[config.mk]
export PLATFORM = sky130hd
export DESIGN_NAME = alu_cmd_sequencer
export DESIGN_NICKNAME = d
export VERILOG_FILES = /design/src/rtl/alu_cmd_sequencer.sv
export SDC_FILE = /design/constraint.sdc
export NUM_CORES = 1
export LEC_CHECK = 0
export CAP_MARGIN = 10
export CORE_UTILIZATION = 35
export DETAILED_ROUTE_END_ITERATION = 12
export GPL_TIMING_DRIVEN = 0
export PLACE_DENSITY_LB_ADDON = 0.12
export SYNTH_ARGS = -nofsm -noshare
export SYNTH_HDL_FRONTEND = slang
export SYNTH_SLANG_ARGS = --single-unit
export TNS_END_PERCENT = 100
[constraint.sdc]
create_clock -name clk -period 2.8 [get_ports clk]
set_clock_uncertainty 0.15 [all_clocks]
set_input_delay 0.84 -clock clk [delete_from_list [all_inputs] [get_ports clk]]
set_output_delay 0.84 -clock clk [all_outputs]
set_load 0.005 [all_outputs]
[src/rtl/alu_cmd_sequencer.sv]
// Purpose: valid/ready command front-end for the combinational 4-bit ALU, with flag checking and saturating stats.
// Latency: accept at edge k, ALU sampled at edge k+SETTLE_CYCLES, response valid right after it; one op in flight.
// Backpressure: cmd_ready only in IDLE; response held frozen while rsp_ready is low, with no timeout.
module alu_cmd_sequencer #(
  parameter int SETTLE_CYCLES = 1,  // legal range 1..15
  parameter int CNT_W         = 16
) (
  input  logic             clk,
  input  logic             rst_n,
  input  logic             cmd_valid,
  output logic             cmd_ready,
  input  logic [3:0]       cmd_a,
  input  logic [3:0]       cmd_b,
  input  logic [2:0]       cmd_op,
  output logic [3:0]       alu_a,
  output logic [3:0]       alu_b,
  output logic [2:0]       alu_ctrl,
  input  logic [3:0]       alu_result,
  input  logic             alu_carry_out,
  input  logic             alu_zero,
  output logic             rsp_valid,
  input  logic             rsp_ready,
  output logic [3:0]       rsp_result,
  output logic             rsp_carry,
  output logic             rsp_zero,
  output logic [2:0]       rsp_op,
  output logic             rsp_err,
  output logic [CNT_W-1:0] op_count,
  output logic [CNT_W-1:0] zero_count
);

  typedef enum logic [1:0] {
    IDLE   = 2'd0,
    SETTLE = 2'd1,
    RESP   = 2'd2
  } state_t;

  // Counter runs SETTLE_CYCLES-1 down to 0, so sampling lands exactly SETTLE_CYCLES edges after accept.
  localparam logic [3:0] SETTLE_LOAD = 4'(SETTLE_CYCLES - 1);
  localparam logic [CNT_W-1:0] CNT_MAX = {CNT_W{1'b1}};

  state_t     state_q;
  state_t     state_d;
  logic [3:0] settle_cnt;
  logic       accept;
  logic       sample;
  logic       rsp_fire;
  logic       carry_meaningful;

  // Handshake outputs come straight from the state register, never from inputs.
  assign cmd_ready = (state_q == IDLE);
  assign rsp_valid = (state_q == RESP);

  // Carry only means something for ADD (000) and SUB (001).
  assign carry_meaningful = (alu_ctrl[2:1] == 2'b00);

  // Next-state decode plus single-cycle strobes that steer the datapath registers.
  always_comb begin
    state_d  = state_q;
    accept   = 1'b0;
    sample   = 1'b0;
    rsp_fire = 1'b0;
    case (state_q)
      IDLE: begin
        if (cmd_valid) begin
          accept  = 1'b1;
          state_d = SETTLE;
        end
      end
      SETTLE: begin
        if (settle_cnt == 4'd0) begin
          sample  = 1'b1;
          state_d = RESP;
        end
      end
      RESP: begin
        if (rsp_ready) begin
          rsp_fire = 1'b1;
          state_d  = IDLE;
        end
      end
      default: state_d = IDLE;
    endcase
  end

  // State register; reset aborts any in-flight command.
  always_ff @(posedge clk or negedge rst_n) begin
    if (!rst_n) begin
      state_q <= IDLE;
    end else begin
      state_q <= state_d;
    end
  end

  // Settle countdown: loaded on accept, decremented while waiting for the ALU to settle.
  always_ff @(posedge clk or negedge rst_n) begin
    if (!rst_n) begin
      settle_cnt <= 4'd0;
    end else if (accept) begin
      settle_cnt <= SETTLE_LOAD;
    end else if (state_q == SETTLE && settle_cnt != 4'd0) begin
      settle_cnt <= settle_cnt - 4'd1;
    end
  end

  // ALU drive registers change only on an accept edge, so the ALU inputs stay quiet while settling.
  always_ff @(posedge clk or negedge rst_n) begin
    if (!rst_n) begin
      alu_a    <= 4'd0;
      alu_b    <= 4'd0;
      alu_ctrl <= 3'd0;
    end else if (accept) begin
      alu_a    <= cmd_a;
      alu_b    <= cmd_b;
      alu_ctrl <= cmd_op;
    end
  end

  // Capture the settled ALU outputs and the flag-consistency check in one shot.
  always_ff @(posedge clk or negedge rst_n) begin
    if (!rst_n) begin
      rsp_result <= 4'd0;
      rsp_carry  <= 1'b0;
      rsp_zero   <= 1'b0;
      rsp_op     <= 3'd0;
      rsp_err    <= 1'b0;
    end else if (sample) begin
      rsp_result <= alu_result;
      rsp_carry  <= carry_meaningful ? alu_carry_out : 1'b0;
      rsp_zero   <= alu_zero;
      rsp_op     <= alu_ctrl;
      rsp_err    <= (alu_zero != (alu_result == 4'd0));
    end
  end

  // Statistics bump on the response handshake and stick at all-ones.
  always_ff @(posedge clk or negedge rst_n) begin
    if (!rst_n) begin
      op_count   <= '0;
      zero_count <= '0;
    end else if (rsp_fire) begin
      if (op_count != CNT_MAX) begin
        op_count <= op_count + CNT_W'(1);
      end
      if (rsp_zero && zero_count != CNT_MAX) begin
        zero_count <= zero_count + CNT_W'(1);
      end
    end
  end

endmodule

# Yosys cells after proc, flatten, opt, wreduce, memory -nomap -nowiden
# Index checks and enable logic that the tools add are counted.
dict set report word_totals {
  register_bits 59
  output_inout_bits 55
}
dict set report classes {
  add_sub_neg 3
  eq_ne 8
  n_mux 13
  reduce_logical 11
}
# operator count
set op_table {}
lappend op_table {{adder 16 x 1 -> 16 bit, second input constant} 2}
lappend op_table {{!= test 16 bit, second input constant} 2}
lappend op_table {{zero test 4 bit} 2}
lappend op_table {{2-to-1 mux 4 bit} 2}
lappend op_table {{2-to-1 mux 1 bit} 7}
lappend op_table {{2-to-1 mux 2 bit} 3}
lappend op_table {{case mux 2 bit (3 select lines)} 1}
lappend op_table {{zero test 2 bit} 2}
lappend op_table {{!= test 2 bit, second input constant} 2}
lappend op_table {{AND reduction 2 bit} 2}
lappend op_table {{nonzero test 4 bit} 1}
lappend op_table {{subtractor 4 x 1 -> 4 bit, second input constant} 1}
lappend op_table {{AND reduction 3 bit} 1}
lappend op_table {{== test 2 x 1 -> 1 bit, second input constant} 1}
lappend op_table {{== test 2 bit, second input constant} 1}
lappend op_table {{logical AND 1 bit} 2}
lappend op_table {{!= test 2 x 1 -> 1 bit, second input constant} 1}
lappend op_table {{nonzero test 2 bit} 1}
lappend op_table {{!= test 1 bit} 1}

# Logic depth before layout (Yosys ltp)
# Gate-level depths: netlist (run 1).
dict set report depth {
  depth_word 4
  mapped_depth 7
  ltp_nobuf 6
}

# Worst setup path after synthesis (run 1)
# No wires, ideal clock.
dict set report synth_timing {
  path_kind {input -> register}
  start {input port cmd_valid}
  end {register alu_a[0]}
  arrival_time_ns 1.738
  setup_slack_ns 0.784
  stages 4
  path_cell_list {and2_1 -> clkbuf_1 -> buf_2 -> mux2_1}
}
dict set report synth_between {
  elab_chain_len 2
}
# item line_no
set synth_lines {}
lappend synth_lines {{start, declared} 10} ;# input logic cmd_valid,
lappend synth_lines {{2-to-1 mux 1 bit} 65} ;# if (cmd_valid) begin
lappend synth_lines {{2-to-1 mux 1 bit} 63} ;# case (state_q)
lappend synth_lines {{end signal, assigned} 113} ;# alu_a <= cmd_a;
lappend synth_lines {{end, declared} 15} ;# output logic [3:0] alu_a,
# No other way between the ends.
# A chain may end at the register's enable or synchronous reset.

# Final worst setup path (run 1)
dict set report layout_timing {
  start {register state_q[0]}
  end {output port rsp_valid}
}
dict set report layout_between {
  elab_chain_len 1
}
# item line_no
set layout_lines {}
lappend layout_lines {{start, declared} 42} ;# state_t state_q;
lappend layout_lines {{start signal, assigned} 91} ;# state_q <= state_d;
lappend layout_lines {{== test 2 bit} 52} ;# assign rsp_valid = (state_q == RESP);
lappend layout_lines {{end, declared} 21} ;# output logic rsp_valid,
# No other way between the ends.

==> run summary, run 1 <==
YOSYS
-------------------------------------------------------------------------------------------
Flip-flop and latch count after synthesis                                                59
Share of the synthesized area in the top cell type                                    55.5%
Syn Std Cell Area                                                                  2660 µm²
Sequential-to-total area share from yosys stat                                        55.5%
Yosys warns                                                                               0
Dominant cell type by area after synthesis                                          dfrtp_1
Top flip-flop cell by instance count after synthesis                                dfrtp_1
Unique cell type count in the Yosys netlist                                              38
Ys async rst share                                                                     100%
Most area-consuming cells after synthesis                                      dfrtp_1 55%, xnor2_1 7.6%, mux2_1 5.1%
Avg Cell Area, Syn                                                                 12.0 µm²
Nets in the synthesized netlist                                                         247
Number of cells produced by synthesis                                                   222
EDFF count, synth                                                                         0

FLOORPLANNING
-------------------------------------------------------------------------------------------
Chip Width                                                                          89.2 µm
Core box area                                                                      7290 µm²
Boundary pin count                                                                       76
Area enclosed by the die boundary                                                  7960 µm²
Number of standard-cell rows in the floorplan                                            31
Die Height                                                                          89.2 µm
Initial core utilization                                                              36.5%

GLOBAL ROUTING
-------------------------------------------------------------------------------------------
Global routing usage on met2                                                          23.7%
Via count of the first global-routing pass                                             1939
Fraction of met3 tracks used by global routing                                        7.02%
Global-route wire length before repair                                              9.23 mm
Initial antenna violation count                                                           0
Total overflow reported by the global router                                              0
Pin count of the biggest net entering global routing                                     60
Global routing met1 resource utilization                                              19.5%
Overall fraction of global-route tracks in use                                        15.6%
Busiest layer in global routing                                                        met2

DETAILED ROUTING
-------------------------------------------------------------------------------------------
Number of design-rule violations left by the first detailed-router iteration             79
Pre-Repair DR Iteration Count                                                             4
Wire length per cell after detailed routing                                         13.3 µm
Via density per instance                                                               4.72
Final Routed Wirelength                                                             5.46 mm
Via count                                                                              1943
Number of nets with antenna violations after routing                                      0
Number of design rule violations left after detail routing                                0

CLOCKING
-------------------------------------------------------------------------------------------
Clock tree from TritonCTS                                                             built
Post-CTS setup repair buffer count                                                        0
Number of buffers between clock root and the deepest sink                                 2
Cts bufs inserted                                                                         9
Number of sinks on the clock net                                                         59
Count of H-tree levels built during CTS                                                   3
Number of buffers added to fix hold violations after cts                                  0
Count of cells resized by post-cts repair                                                 0
Clock Root Buffer                                                                  clkbuf_8
Clock latency on the worst-skew pair                                                0.34 ns
Clock-pin slew of the registers on the worst-case setup and hold paths              0.06 ns

JOB
-------------------------------------------------------------------------------------------
Number of violations of the max-capacitance limit                                         0

PLACEMENT
-------------------------------------------------------------------------------------------
Placed instance count                                                                   396
Post-Place Setup Slack                                                          -0.00778 ns
HPWL after detailed placement                                                       3.93 mm
Final GP Congestion                                                                   0.726
Port-buffer cells                                                                        75

WORST SETUP PATH
-------------------------------------------------------------------------------------------
Crit path DAT                                                                       1.53 ns
Worst Path Max Fanout                                                                     6
Source of the worst register-to-register timing path                           settle_cnt[0]$_DFFE_PN0P_
Endpoint of the worst register-to-register path                                rsp_result[1]$_DFFE_PN0P_
Kind of capture point of the worst setup path                                  primary output
R2R depth                                                                                 6
Startpoint Class                                                                  flip-flop
Setup slack of the most critical reg-to-reg path                                    0.58 ns
Worst EP required                                                                   1.81 ns
Classification of the worst setup path                                           reg -> out

PWR
-------------------------------------------------------------------------------------------
Switching fraction of total power                                                     28.2%
Total power draw                                                                    3.08 mW
Worst ir drop on vdd                                                               0.420 mV
Combinational cell fraction of total power                                            32.3%
Flop pwr share                                                                        40.6%
Switching component of the power                                                   0.868 mW
Total power per unit cell area                                                   823 nW/µm²
Clock network fraction of design power                                                27.1%
LEAKAGE                                                                             1.58 nW
Internal power contribution                                                         2.21 mW

FINAL LAYOUT
-------------------------------------------------------------------------------------------
Most frequent cells in the layout                                              74 x clkdlybuf4s50_1, 59 x dfrtp_1, 23 x xnor2_1
Diodes inserted                                                                           0
Core Util, Final                                                                      51.3%
Post-layout net count                                                                   333
Most frequent standard cell in the layout excluding fill and tap cells         clkdlybuf4s50_1
Layout cells sized above 1                                                            10.9%
Number of standard cells in the final layout excluding fillers                          412
Post-synthesis to final-layout area growth                                            40.6%

HOLD PATH
-------------------------------------------------------------------------------------------
End of the worst hold path                                                     rsp_carry$_DFFE_PN0P_
Worst min-delay path class                                                       reg -> reg
Source of the worst hold timing path                                           rsp_carry$_DFFE_PN0P_
Hold Path Depth                                                                           2

TIMING
-------------------------------------------------------------------------------------------
Unrepaired setup endpoints after global routing                                       false
Transition time at the pin with the least slew margin                              0.748 ns
Count of pins over their slew limit                                                       0
Final worst setup slack                                                            0.284 ns
Min Clock Period, post-route                                                        2.52 ns
Count of endpoints failing setup in the final report                                      0
Max-slew headroom                                                                     50.1%
Final Hold Vio Count                                                                      0
Accumulated negative setup slack                                                       0 ns
Ratio of final minimum period to clock period                                         89.9%
Maximum clock frequency                                                             397 MHz

OUTCOME
-------------------------------------------------------------------------------------------
Status                                                                            completed

[cell families after synthesis]
group	after synthesis	share of synthesized area (%)
AO/OA/AOI/OAI	9	2.59
flip-flops	59	55.5
AND/OR/NAND/NOR	86	18.5
XOR/XNOR	31	10.2
buffers and inverters	10	1.50
adder cells (fa/ha/maj)	4	1.88
multiplexers	23	9.87
[cell usage after synthesis (2+ instances only)]
library cell	n
o2111ai_1	2
dfrtp_1	59
or4_1	2
and3_1	6
nor2_1	11
xnor2_1	23
nand3_1	15
nand2b_1	2
ha_1	4
nand4_1	10
nor3_1	4
o21ai_1	2
mux2_1	12
buf_2	2
clkbuf_1	3
nand2_1	16
nor4_1	3
or2_2	2
mux2_2	10
nand4b_1	4
xor2_1	8
inv_1	5
and4_1	2
[worst max path at each step]
| stage | cells after the start | start | end |
|---|---|---|---|
| 2_1_floorplan | 4 | cmd_valid | alu_a[0]$_DFFE_PN0P_ |
| 3_3_place_gp | 1 | rst_n | alu_b[3]$_DFFE_PN0P_ |
| 3_5_place_dp | 5 | rsp_ready | zero_count[15]$_DFFE_PN0P_ |
| 4_1_cts | 2 | state_q[1]$_DFFE_PN0P_ | cmd_ready |
| 5_1_grt | 2 | state_q[1]$_DFFE_PN0P_ | cmd_ready |
| 6_report | 3 | state_q[0]$_DFFE_PN0P_ | rsp_valid |
[per-stage QoR]
step	area (µm²)	hold slack [ns]
3_3_place_gp	3540	0.316
2_1_floorplan	2660	0.329
5_1_grt	3740	0.355
4_1_cts	3740	0.340
6_report	3740	0.330
3_5_place_dp	3530	0.325
[power groups by stage]
| stage | Combinational (mW) | Clock (mW) | Sequential (mW) |
|---|---|---|---|
| global placement | 1.00 | 0 | 1.26 |
| detailed placement | 1.01 | 0 | 1.27 |
| CTS | 1.02 | 0.859 | 1.26 |
| global route | 1.11 | 0.899 | 1.29 |
| finish | 0.994 | 0.834 | 1.25 |
| floorplan | 0.446 | 0 | 1.26 |
[worst max-delay path, stage by stage (launching register included)]
cell and delay [ns]:
dfrtp_1 0.41, nand2b_1 0.21, inv_1 0.08, clkdlybuf4s50_1 0.50
[registers in the layout (all words and copies together), names as in the netlist]
signal      flops
rsp_op          3
alu_b           4
alu_ctrl        3
rsp_zero        1
alu_a           4
zero_count     16
rsp_carry       1
settle_cnt      4
rsp_err         1
rsp_result      4
state_q         2
op_count       16
[layout make-up]
class,count,area (µm²)
multi-input cells,153,1140
flip-flops and latches,59,1480
inverters,5,18.8
well taps,99,124
clock buffers,11,131
clock inverters,5,77.6
fillers,690,3550
repair buffers,75,748
plain buffers,5,21.3
[metal layers]
layer  up-vias  routed length, µm
li1        962                  -
met4         0                 38
met1       930               2480
met3         3                396
met2        48               2550
met5         -                  0
(Power assumes the default switching activity.)
==> inputs of run 2 (changes only) <==
--- a/config.mk
+++ b/config.mk
@@ -5,6 +5,7 @@
 export SDC_FILE = /design/constraint.sdc
 export NUM_CORES = 1
 export LEC_CHECK = 0
+export ABC_AREA = 1
 export CAP_MARGIN = 10
 export CORE_UTILIZATION = 35
 export DETAILED_ROUTE_END_ITERATION = 12
==> run 2 against run 1 <==
Compared with the run above: synthesized cell count rose by 84%; largest cell class unchanged; non-clock buffer count up 4; critical path depth is 1 higher.
==> run summary, run 2 <==
YOSYS
-------------------------------------------------------------------------------------------
Ys async rst share                                                                     100%   unchanged
Dominant cell type by area after synthesis                                          dfrtp_1
Top flip-flop cell by instance count after synthesis                                dfrtp_1
Unique cell type count in the Yosys netlist                                              28   -26%
Number of cells produced by synthesis                                                   409   +84%
EDFF count, synth                                                                         0   unchanged
Flip-flop and latch count after synthesis                                                59   unchanged
Share of the synthesized area in the top cell type                                    47.2%   -8.3 points
Most numerous cell in the Yosys netlist                                             nand2_1
Most area-consuming cells after synthesis                                      dfrtp_1 47%, nand2_1 20%, nand3_1 5.3%
Nets in the synthesized netlist                                                         434   +76%
Sequential-to-total area share from yosys stat                                        47.2%   -8.3 points
Yosys warns                                                                               0   unchanged
Syn Std Cell Area                                                                  3130 µm²   +18%
Leading cell types by count after synthesis                                    163 x nand2_1, 59 x dfrtp_1, 38 x inv_1, 33 x nand3_1, 32 x nor2_1
Avg Cell Area, Syn                                                                 7.65 µm²   -36%

TIMING
-------------------------------------------------------------------------------------------
Final worst setup slack                                                            0.333 ns   +0.0493 ns
Unrepaired setup endpoints after global routing                                       false
Max-slew headroom                                                                     49.5%   -0.58 points
Maximum clock frequency                                                             405 MHz   +2.0%
Min Clock Period, post-route                                                        2.47 ns   -0.0493 ns
Final Hold Vio Count                                                                      0   unchanged
Transition time at the pin with the least slew margin                              0.757 ns   +0.00876 ns
Ratio of final minimum period to clock period                                         88.1%   -1.8 points
Count of pins over their slew limit                                                       0   unchanged
Count of endpoints failing setup in the final report                                      0   unchanged
Accumulated negative setup slack                                                       0 ns   unchanged

FLOORPLANNING
-------------------------------------------------------------------------------------------
Boundary pin count                                                                       76   unchanged
Area enclosed by the die boundary                                                  9330 µm²   +17%
Die Height                                                                          96.6 µm   +8.3%
Initial core utilization                                                              36.1%   -0.42 points
Number of standard-cell rows in the floorplan                                            34   +9.7%
Chip Width                                                                          96.6 µm   +8.3%
Core box area                                                                      8680 µm²   +19%

DETAILED ROUTING
-------------------------------------------------------------------------------------------
Number of nets with antenna violations after routing                                      0   unchanged
Wire length per cell after detailed routing                                         11.8 µm   -11%
Pre-Repair DR Iteration Count                                                             4   unchanged
Number of design rule violations left after detail routing                                0   unchanged
Via count                                                                              2798   +44%
Number of design-rule violations left by the first detailed-router iteration            120   +52%
Via density per instance                                                               4.60   -2.4%
Final Routed Wirelength                                                             7.19 mm   +32%

FINAL LAYOUT
-------------------------------------------------------------------------------------------
Post-synthesis to final-layout area growth                                            34.4%
Total area of sequential cells                                                     1480 µm²   unchanged
Number of standard cells in the final layout excluding fillers                          608   +48%
Area of all placed cells without fillers                                           4210 µm²   +12%
Post-layout net count                                                                   520   +56%
Largest registers                                                              op_count: 16 flops, zero_count: 16 flops
Most frequent cells in the layout                                              163 x nand2_1, 74 x clkdlybuf4s50_1, 59 x dfrtp_1
Layout cells sized above 1                                                            10.0%   -0.86 points
Filler cell count                                                                       888   +29%
Multi-input combinational cell area                                                1430 µm²   +25%
Diodes inserted                                                                           0   unchanged
Most frequent standard cell in the layout excluding fill and tap cells              nand2_1

WORST SETUP PATH
-------------------------------------------------------------------------------------------
Worst Path Max Fanout                                                                     3   -3
Classification of the worst setup path                                           reg -> out
Worst EP required                                                                   1.81 ns   about the same
Crit path DAT                                                                       1.48 ns   -0.05 ns
Startpoint Class                                                                  flip-flop
Kind of capture point of the worst setup path                                  primary output
R2R depth                                                                                 7   +1

PWR
-------------------------------------------------------------------------------------------
Total power draw                                                                    3.25 mW   +5.6%
Total power per unit cell area                                                   773 nW/µm²   -6.0%
Worst ir drop on vdd                                                               0.414 mV   -1.4%
LEAKAGE                                                                             1.97 nW   +25%

CLOCKING
-------------------------------------------------------------------------------------------
Post-CTS setup repair buffer count                                                        0   unchanged
Clock tree from TritonCTS                                                             built
Cts bufs inserted                                                                         9   unchanged
Clock Root Buffer                                                                  clkbuf_8
Number of sinks on the clock net                                                         59   unchanged
Clock-pin slew of the registers on the worst-case setup and hold paths              0.06 ns   about the same
Clock latency on the worst-skew pair                                                0.34 ns   about the same
Number of buffers added to fix hold violations after cts                                  0   unchanged
Count of H-tree levels built during CTS                                                   3   unchanged
Count of cells resized by post-cts repair                                                 0   unchanged
Number of buffers between clock root and the deepest sink                                 2   unchanged

PLACEMENT
-------------------------------------------------------------------------------------------
Port-buffer cells                                                                        75   unchanged
Standard cell area after detailed placement                                        4010 µm²   +14%
Final GP Congestion                                                                   0.802   +11%
HPWL after detailed placement                                                       5.00 mm   +27%
Placed instance count                                                                   592   +49%
Post-Place Setup Slack                                                             0.311 ns   +0.319 ns

GLOBAL ROUTING
-------------------------------------------------------------------------------------------
Initial antenna violation count                                                           0   unchanged
Global routing met1 resource utilization                                              22.0%   +2.6 points
Fraction of met3 tracks used by global routing                                        4.07%   -2.9 points
Pin count of the biggest net entering global routing                                     60   unchanged
Total overflow reported by the global router                                              0   unchanged
Busiest layer in global routing                                                        met2
Overall fraction of global-route tracks in use                                        16.9%   +1.4 points
Global-route wire length before repair                                              12.0 mm   +30%
Global routing usage on met2                                                          26.3%   +2.6 points
Via count of the first global-routing pass                                             2743   +41%

HOLD PATH
-------------------------------------------------------------------------------------------
Worst min-delay path class                                                       reg -> reg
Hold Path Depth                                                                           1   -1

OUTCOME
-------------------------------------------------------------------------------------------
Status                                                                            completed

JOB
-------------------------------------------------------------------------------------------
Number of violations of the max-capacitance limit                                         0   unchanged

-- run 2: stage by stage --
step | hold slack, ns | utilization, %
after floorplan | 0.284 | -
after global routing | 0.355 | 48.5
final | 0.319 | 48.5
after global placement | 0.300 | 46.3
after CTS | 0.318 | 48.5
after detailed placement | 0.307 | 46.3
-- run 2: layer usage --
layer | wire, µm | vias to the layer above
li1 | - | 1447
met2 | 3130 | 68
met4 | 116 | 0
met3 | 388 | 9
met1 | 3560 | 1274
met5 | 0 | -
-- run 2: layout make-up --
type	instances	share of cell area, %
Sequential cell	59	35.1
Multi-Input combinational cell	299	34.0
Timing Repair Buffer	75	17.8
Inverter	42	3.75
Clock buffer	11	3.36
Tap cell	108	3.21
Buffer	9	1.52
Clock inverter	5	1.25
-- run 2: critical path, stage by stage, from the launching register on --
cell,delay [ns]
dfrtp_1,0.38
inv_1,0.12
nand2_1,0.08
inv_1,0.06
clkdlybuf4s50_1,0.51
-- run 2: path summary, 6_finish.rpt --
check	from	to	slack [ns]
max in group asynchronous	rst_n	rsp_op[2]$_DFFE_PN0P_	1.58
worst max register to register	op_count[0]$_DFFE_PN0P_	op_count[8]$_DFFE_PN0P_	1.07
worst max-delay path	state_q[0]$_DFFE_PN0P_	rsp_valid	0.33
worst min-delay path	settle_cnt[3]$_DFFE_PN0P_	settle_cnt[3]$_DFFE_PN0P_	0.32
worst min register to register	settle_cnt[3]$_DFFE_PN0P_	settle_cnt[3]$_DFFE_PN0P_	0.32
min in group asynchronous	rst_n	op_count[8]$_DFFE_PN0P_	0.42
-- run 2: logic make-up after synthesis --
logic type / synth area share, %
AND/OR/NAND/NOR: 37.5
flip-flops: 47.2
buffers and inverters: 7.07
AO/OA/AOI/OAI: 3.92
XOR/XNOR: 2.80
adder cells (fa/ha/maj): 1.60
-- run 2: where the power goes --
part	leakage, nW	total [mW]	internal, mW	switching, mW
clock network	0.0991	0.769	0.431	0.338
logic	1.10	1.21	0.625	0.584
registers	0.775	1.27	1.09	0.184
==> inputs of run 3 (changes only) <==
--- a/config.mk
+++ b/config.mk
@@ -8,6 +8,7 @@
 export ABC_AREA = 1
 export CAP_MARGIN = 10
 export CORE_UTILIZATION = 35
+export CTS_CLUSTER_SIZE = 25
 export DETAILED_ROUTE_END_ITERATION = 12
 export GPL_TIMING_DRIVEN = 0
 export PLACE_DENSITY_LB_ADDON = 0.12
==> results of run 3 <==
The final DEF is identical to that of run 2; final timing and power are the same.
==> edit 1: new RTL, config.mk and constraints of run 1 <==
Make the reset (`rst_n`) synchronous in 5 clocked blocks.
--- a/src/rtl/alu_cmd_sequencer.sv
+++ b/src/rtl/alu_cmd_sequencer.sv
@@ -84,7 +84,7 @@
   end
 
   // State register; reset aborts any in-flight command.
-  always_ff @(posedge clk or negedge rst_n) begin
+  always_ff @(posedge clk) begin
     if (!rst_n) begin
       state_q <= IDLE;
     end else begin
@@ -93,7 +93,7 @@
   end
 
   // Settle countdown: loaded on accept, decremented while waiting for the ALU to settle.
-  always_ff @(posedge clk or negedge rst_n) begin
+  always_ff @(posedge clk) begin
     if (!rst_n) begin
       settle_cnt <= 4'd0;
     end else if (accept) begin
@@ -104,7 +104,7 @@
   end
 
   // ALU drive registers change only on an accept edge, so the ALU inputs stay quiet while settling.
-  always_ff @(posedge clk or negedge rst_n) begin
+  always_ff @(posedge clk) begin
     if (!rst_n) begin
       alu_a    <= 4'd0;
       alu_b    <= 4'd0;
@@ -117,7 +117,7 @@
   end
 
   // Capture the settled ALU outputs and the flag-consistency check in one shot.
-  always_ff @(posedge clk or negedge rst_n) begin
+  always_ff @(posedge clk) begin
     if (!rst_n) begin
       rsp_result <= 4'd0;
       rsp_carry  <= 1'b0;
@@ -134,7 +134,7 @@
   end
 
   // Statistics bump on the response handshake and stick at all-ones.
-  always_ff @(posedge clk or negedge rst_n) begin
+  always_ff @(posedge clk) begin
     if (!rst_n) begin
       op_count   <= '0;
       zero_count <= '0;
Function: differs if rst_n is asserted again (counterexample within 4 cycles, from zero or initial values and one cycle with rst_n low); with rst_n held inactive, the same outputs for 10 cycles.
==> edit 1 against run 1 <==
  * Hold slack got worse by 0.027 ns
  * Sequential cell count did not move
  * Area after synthesis fell by 0.24%
  * Count of clock-buffer cells in the layout did not move
  * Final area rose by 0.67%
  * Utilization rose by 0.34 points
  * Wire length rose by 27%
  * Global-route usage rose by 3.8 points
  * Die area fell by 0.24%
  * Worst setup slack got worse by 0.19 ns
  * Highest routed layer unchanged
Power is not compared: it rests on default switching activity, and its combinational part moved more than twofold at a synthesized area within 25%.
==> edit 1: results (changes against run 1) <==
[final_layout]
drive_above_1_share_pct = 6.522  ; -4.3 points
fillCellCount = 736  ; +6.7%
nets = 433  ; +30%
final_cells = 513  ; +25%

[worst_setup_path]
critPathArrivalTime_ns = 2.82  ; +1.29 ns
r2r_slack_ns = 0.49  ; -0.09 ns
crit_path_max_incr_delay_ns = 0.60  ; +0.10 ns
cpLargestDelayFamily = simple AND/OR/NAND/NOR gates
crit_fanout = 10  ; +4
crit_path_top_delay_cell = or4_1

[placed_design]
dp_hpwl_mm = 4.990  ; +27%
post-place-ws_ns = -0.3303  ; -0.3225 ns
dpl.cell_count = 495  ; +25%

[synthesis]
synthAdderAreaFrac_pct = 1.414  ; -0.47 points
synth_warnings = 0  ; unchanged
synth_mux_area_share_pct = 3.016  ; -6.9 points
ys_top_cells_by_count = nand2_1 (63), dfxtp_1 (59), a21oi_1 (39)
synth_compound_area_share_pct = 15.69  ; +13 points
syn_inst = 321  ; +45%
synth_ff_type = dfxtp_1
yosysUniqueCellTypes = 40  ; +5.3%
yosys.area_share.xor_xnor_pct = 1.320  ; -8.9 points
seq_area_frac_synth_pct = 44.49  ; -11 points
synthArstFlopShare_pct = 0  ; -100 points
syn-num-nets = 345  ; +40%

[grt]
grt.total_usage_pct = 19.35  ; +3.8 points
grt_max_degree = 11  ; -82%
grtUsageMet3_pct = 6.187  ; -0.83 points
grt_first_pass_wirelength_mm = 11.84  ; +28%
met1_usage_pct = 25.30  ; +5.8 points
grt_pass1_vias = 2465  ; +27%

[sta]
relSlewSlack_pct = 48.49  ; -1.6 points
post-route-period-util_pct = 96.79  ; +6.9 points

[status]
status = finished clean

[route]
drt-pass1-iter-count = 6  ; +2
drt_iter0_markers = 139  ; +76%
viasPerCell = 5.201  ; +10%

[pwr]
switching_power_mw = 0.4193

-- edit 1: layer usage --
layer	wire length [um]	share of wire (%)
met1	3221	46
met2	3060	44
met3	585	8.4
met4	85	1.2
met5	0	0
-- edit 1: stage by stage --
step | power [mW] | hold slack (ns) | utilization [%] | cell area, sq um
CTS | 1.889 | 0.3056 | 51.27 | 3739
detailed placement | 1.048 | 0.2969 | 48.40 | 3530
finish | 1.860 | 0.3034 | 51.66 | 3767
floorplan | 0.9544 | 0.2983 | - | 2655
global placement | 1.047 | 0.2918 | 48.40 | 3530
global route | 1.943 | 0.3212 | 51.66 | 3767
-- edit 1: worst min-delay path, delay by kind of cell, from the launching register on --
| kind | cells | cell delay [ns] |
|---|---|---|
| compound gates | 1 | 0.05 |
| flops | 1 | 0.31 |
| simple gates | 1 | 0.05 |
-- edit 1: cell type report --
class	instances	share of cell area [%]
Inverter	5	0.4982
Multi-Input combinational cell	241	37.26
Timing Repair Buffer	77	20.33
Buffer	16	1.727
Sequential cell	59	31.35
Clock inverter	5	2.059
Tap cell	99	3.288
Clock buffer	11	3.487
-- edit 1: what timing repair did --
action                     4_1_cts  5_1_grt
setup endpoints to repair        0        6
gates resized for setup          0        4
setup buffers                    0        2
-- edit 1: cell families (layout without fill, tap and decap cells) --
group	Yosys count	after routing
adders and majority gates	3	3
DFF	59	59
muxes	8	8
xor gates and xnor gates	4	4
AOI/OAI and AO/OA	70	70
and+or+nand+nor	156	156
buffers and inverters	21	114
-- edit 1: worst paths after layout --
check | startpoint | to | cells past startpoint
worst max-delay path | rsp_ready | zero_count[6] | 5
worst min-delay path | rsp_carry | rsp_carry | 2
worst max register to register | zero_count[4] | zero_count[1] | 7
worst min register to register | rsp_carry | rsp_carry | 2
==> edit 2: new RTL, config.mk and constraints of run 1 <==
Made on the original files. `CNT_W`: 16 -> 20.
--- a/src/rtl/alu_cmd_sequencer.sv
+++ b/src/rtl/alu_cmd_sequencer.sv
@@ -3,7 +3,7 @@
 // Backpressure: cmd_ready only in IDLE; response held frozen while rsp_ready is low, with no timeout.
 module alu_cmd_sequencer #(
   parameter int SETTLE_CYCLES = 1,  // legal range 1..15
-  parameter int CNT_W         = 16
+  parameter int CNT_W         = 20
 ) (
   input  logic             clk,
   input  logic             rst_n,
Ports: changed (resized op_count and zero_count); port bits go from 76 to 84. The function was not compared with the original's and may differ.
==> edit 2 against run 1 <==
  * Final area grew 13%
  * Area after synthesis grew 15%
  * Sequential cell count grew 8
  * Count of clock-buffer cells in the layout grew 1
  * Total power grew 6.5%
  * Wire length grew 11%
  * Hold slack gained 0.015 ns
  * Maximum frequency shrank 3.6%
  * Global-route usage shrank 0.87 points
  * Worst setup slack lost 0.094 ns
==> edit 2: results (changes against run 1) <==
[clocking]
path_clk_slew_ns = 0.07
clock_latency_ns = 0.33
cts_buffer_depth = 2  ; unchanged
cts_buffers = 9  ; unchanged
cts-root-buf = clkbuf_8
cts.repair.resized = 0  ; unchanged
ctsHtreeMaxLevel = 3  ; unchanged
cts_setup_buffers = 0  ; unchanged

[synthesis]
synthArstFlopShare_pct = 100.0  ; unchanged
yosysUniqueCellTypes = 37  ; -2.6%
syn-num-nets = 287  ; +16%
ys_top_cells_by_count = dfrtp_1 (67), xnor2_1 (24), nor2_1 (22)
synth_ff_type = dfrtp_1
syn_inst = 262  ; +18%
synth_warnings = 0  ; unchanged
synthTopCellsByArea = dfrtp_1 (55%), mux2_2 (7.7%), xnor2_1 (6.9%)
seq_area_frac_synth_pct = 54.94  ; -0.54 points

[worst_setup_path]
crit_path_top_delay_cell = clkdlybuf4s50_1
cpLargestDelayFamily = simple AND/OR/NAND/NOR gates
crit_path_max_incr_delay_ns = 0.49
r2r_cells = 7  ; +1
crit_fanout = 6  ; unchanged
critPathArrivalTime_ns = 2.71  ; +1.18 ns

[grt]
grt.total_usage_pct = 14.68  ; -0.87 points
grt_pass1_vias = 2127  ; +9.7%
grt_max_degree = 68  ; +13%
grt_first_pass_wirelength_mm = 10.16  ; +10%
antenna_found_initial = 0  ; unchanged

[worst_hold_path]
holdPathStages = 2  ; unchanged
holdCritPathClass = reg -> reg

[placed_design]
place_congestion = 0.7478  ; +3.0%
dp_hpwl_mm = 4.281  ; +8.8%
placed_area_sq_um = 4011  ; +14%
post-place-ws_ns = -0.2317  ; -0.2239 ns
dpl.cell_count = 450  ; +14%
portBuffers = 83  ; +11%

[pwr]
vdd.ir_drop.worst_mv = 0.4669  ; +11%
p_leak_nw = 1.840  ; +17%

[status]
status = finished clean

[final_layout]
largest_registers = op_count (20), zero_count (20)
drive_above_1_share_pct = 13.30  ; +2.4 points
nets = 381  ; +14%
final_cells = 466  ; +13%
diodes = 0  ; unchanged

[route]
drt-pass1-iter-count = 4  ; unchanged
wl_per_cell_um = 13.04  ; -1.6%
viasPerCell = 4.758  ; +0.88%
drt_iter0_markers = 41  ; -48%

[run]
cap_violations = 0  ; unchanged

[sta]
relSlewSlack_pct = 44.01  ; -6.1 points

edit 2: worst reg2reg max path: stages, from the launching register on:
cell	delay [ns]
dfrtp_1	0.43
and3_1	0.22
buf_6	0.13
and3_4	0.17
buf_6	0.13
a2111oi_4	0.47
nand4_1	0.18
xnor2_1	0.15
edit 2: worst paths after layout:
kind	from	endpoint	slack [ns]
max reg2reg	zero_count[8]	zero_count[13]	0.66
min reg2reg	rsp_carry	rsp_carry	0.34
min	rsp_carry	rsp_carry	0.34
max in group asynchronous	rst_n	state_q[1]	1.48
max	rsp_ready	zero_count[14]	0.19
min in group asynchronous	rst_n	op_count[11]	0.45
edit 2: cells by family after synthesis:
logic type	synth area share, %
xor+xnor	10.62
flops	54.94
compound gates	2.870
buf+inv	3.362
mux	8.446
simple gates	18.12
fa+ha+maj	1.640
edit 2: cell type report:
type,instances,area [sq um]
inverter,9,33.78
fill,784,4101
tap,105,131.4
timing repair buffer,83,828.3
clock buffer,12,155.1
multi-input combinational,176,1272
buffer,10,68.82
sequential,67,1677
clock inverter,4,72.57
edit 2: report_power, final:
part / leakage, nW / total (mW) / internal (mW) / switching, mW
registers: 0.872 / 1.36 / 1.20 / 0.161
clock network: 0.113 / 0.908 / 0.549 / 0.359
logic: 0.855 / 1.01 / 0.650 / 0.361
total: 1.84 / 3.28 / 2.40 / 0.881
edit 2: metal layers:
metal  wire [um]  vias up  track usage, %
met1        2815     1065           18.81
met4          75        0           5.597
met3         433        9           5.582
met5           0        -               0
met2        2751       61           22.44
li1            -     1082               -
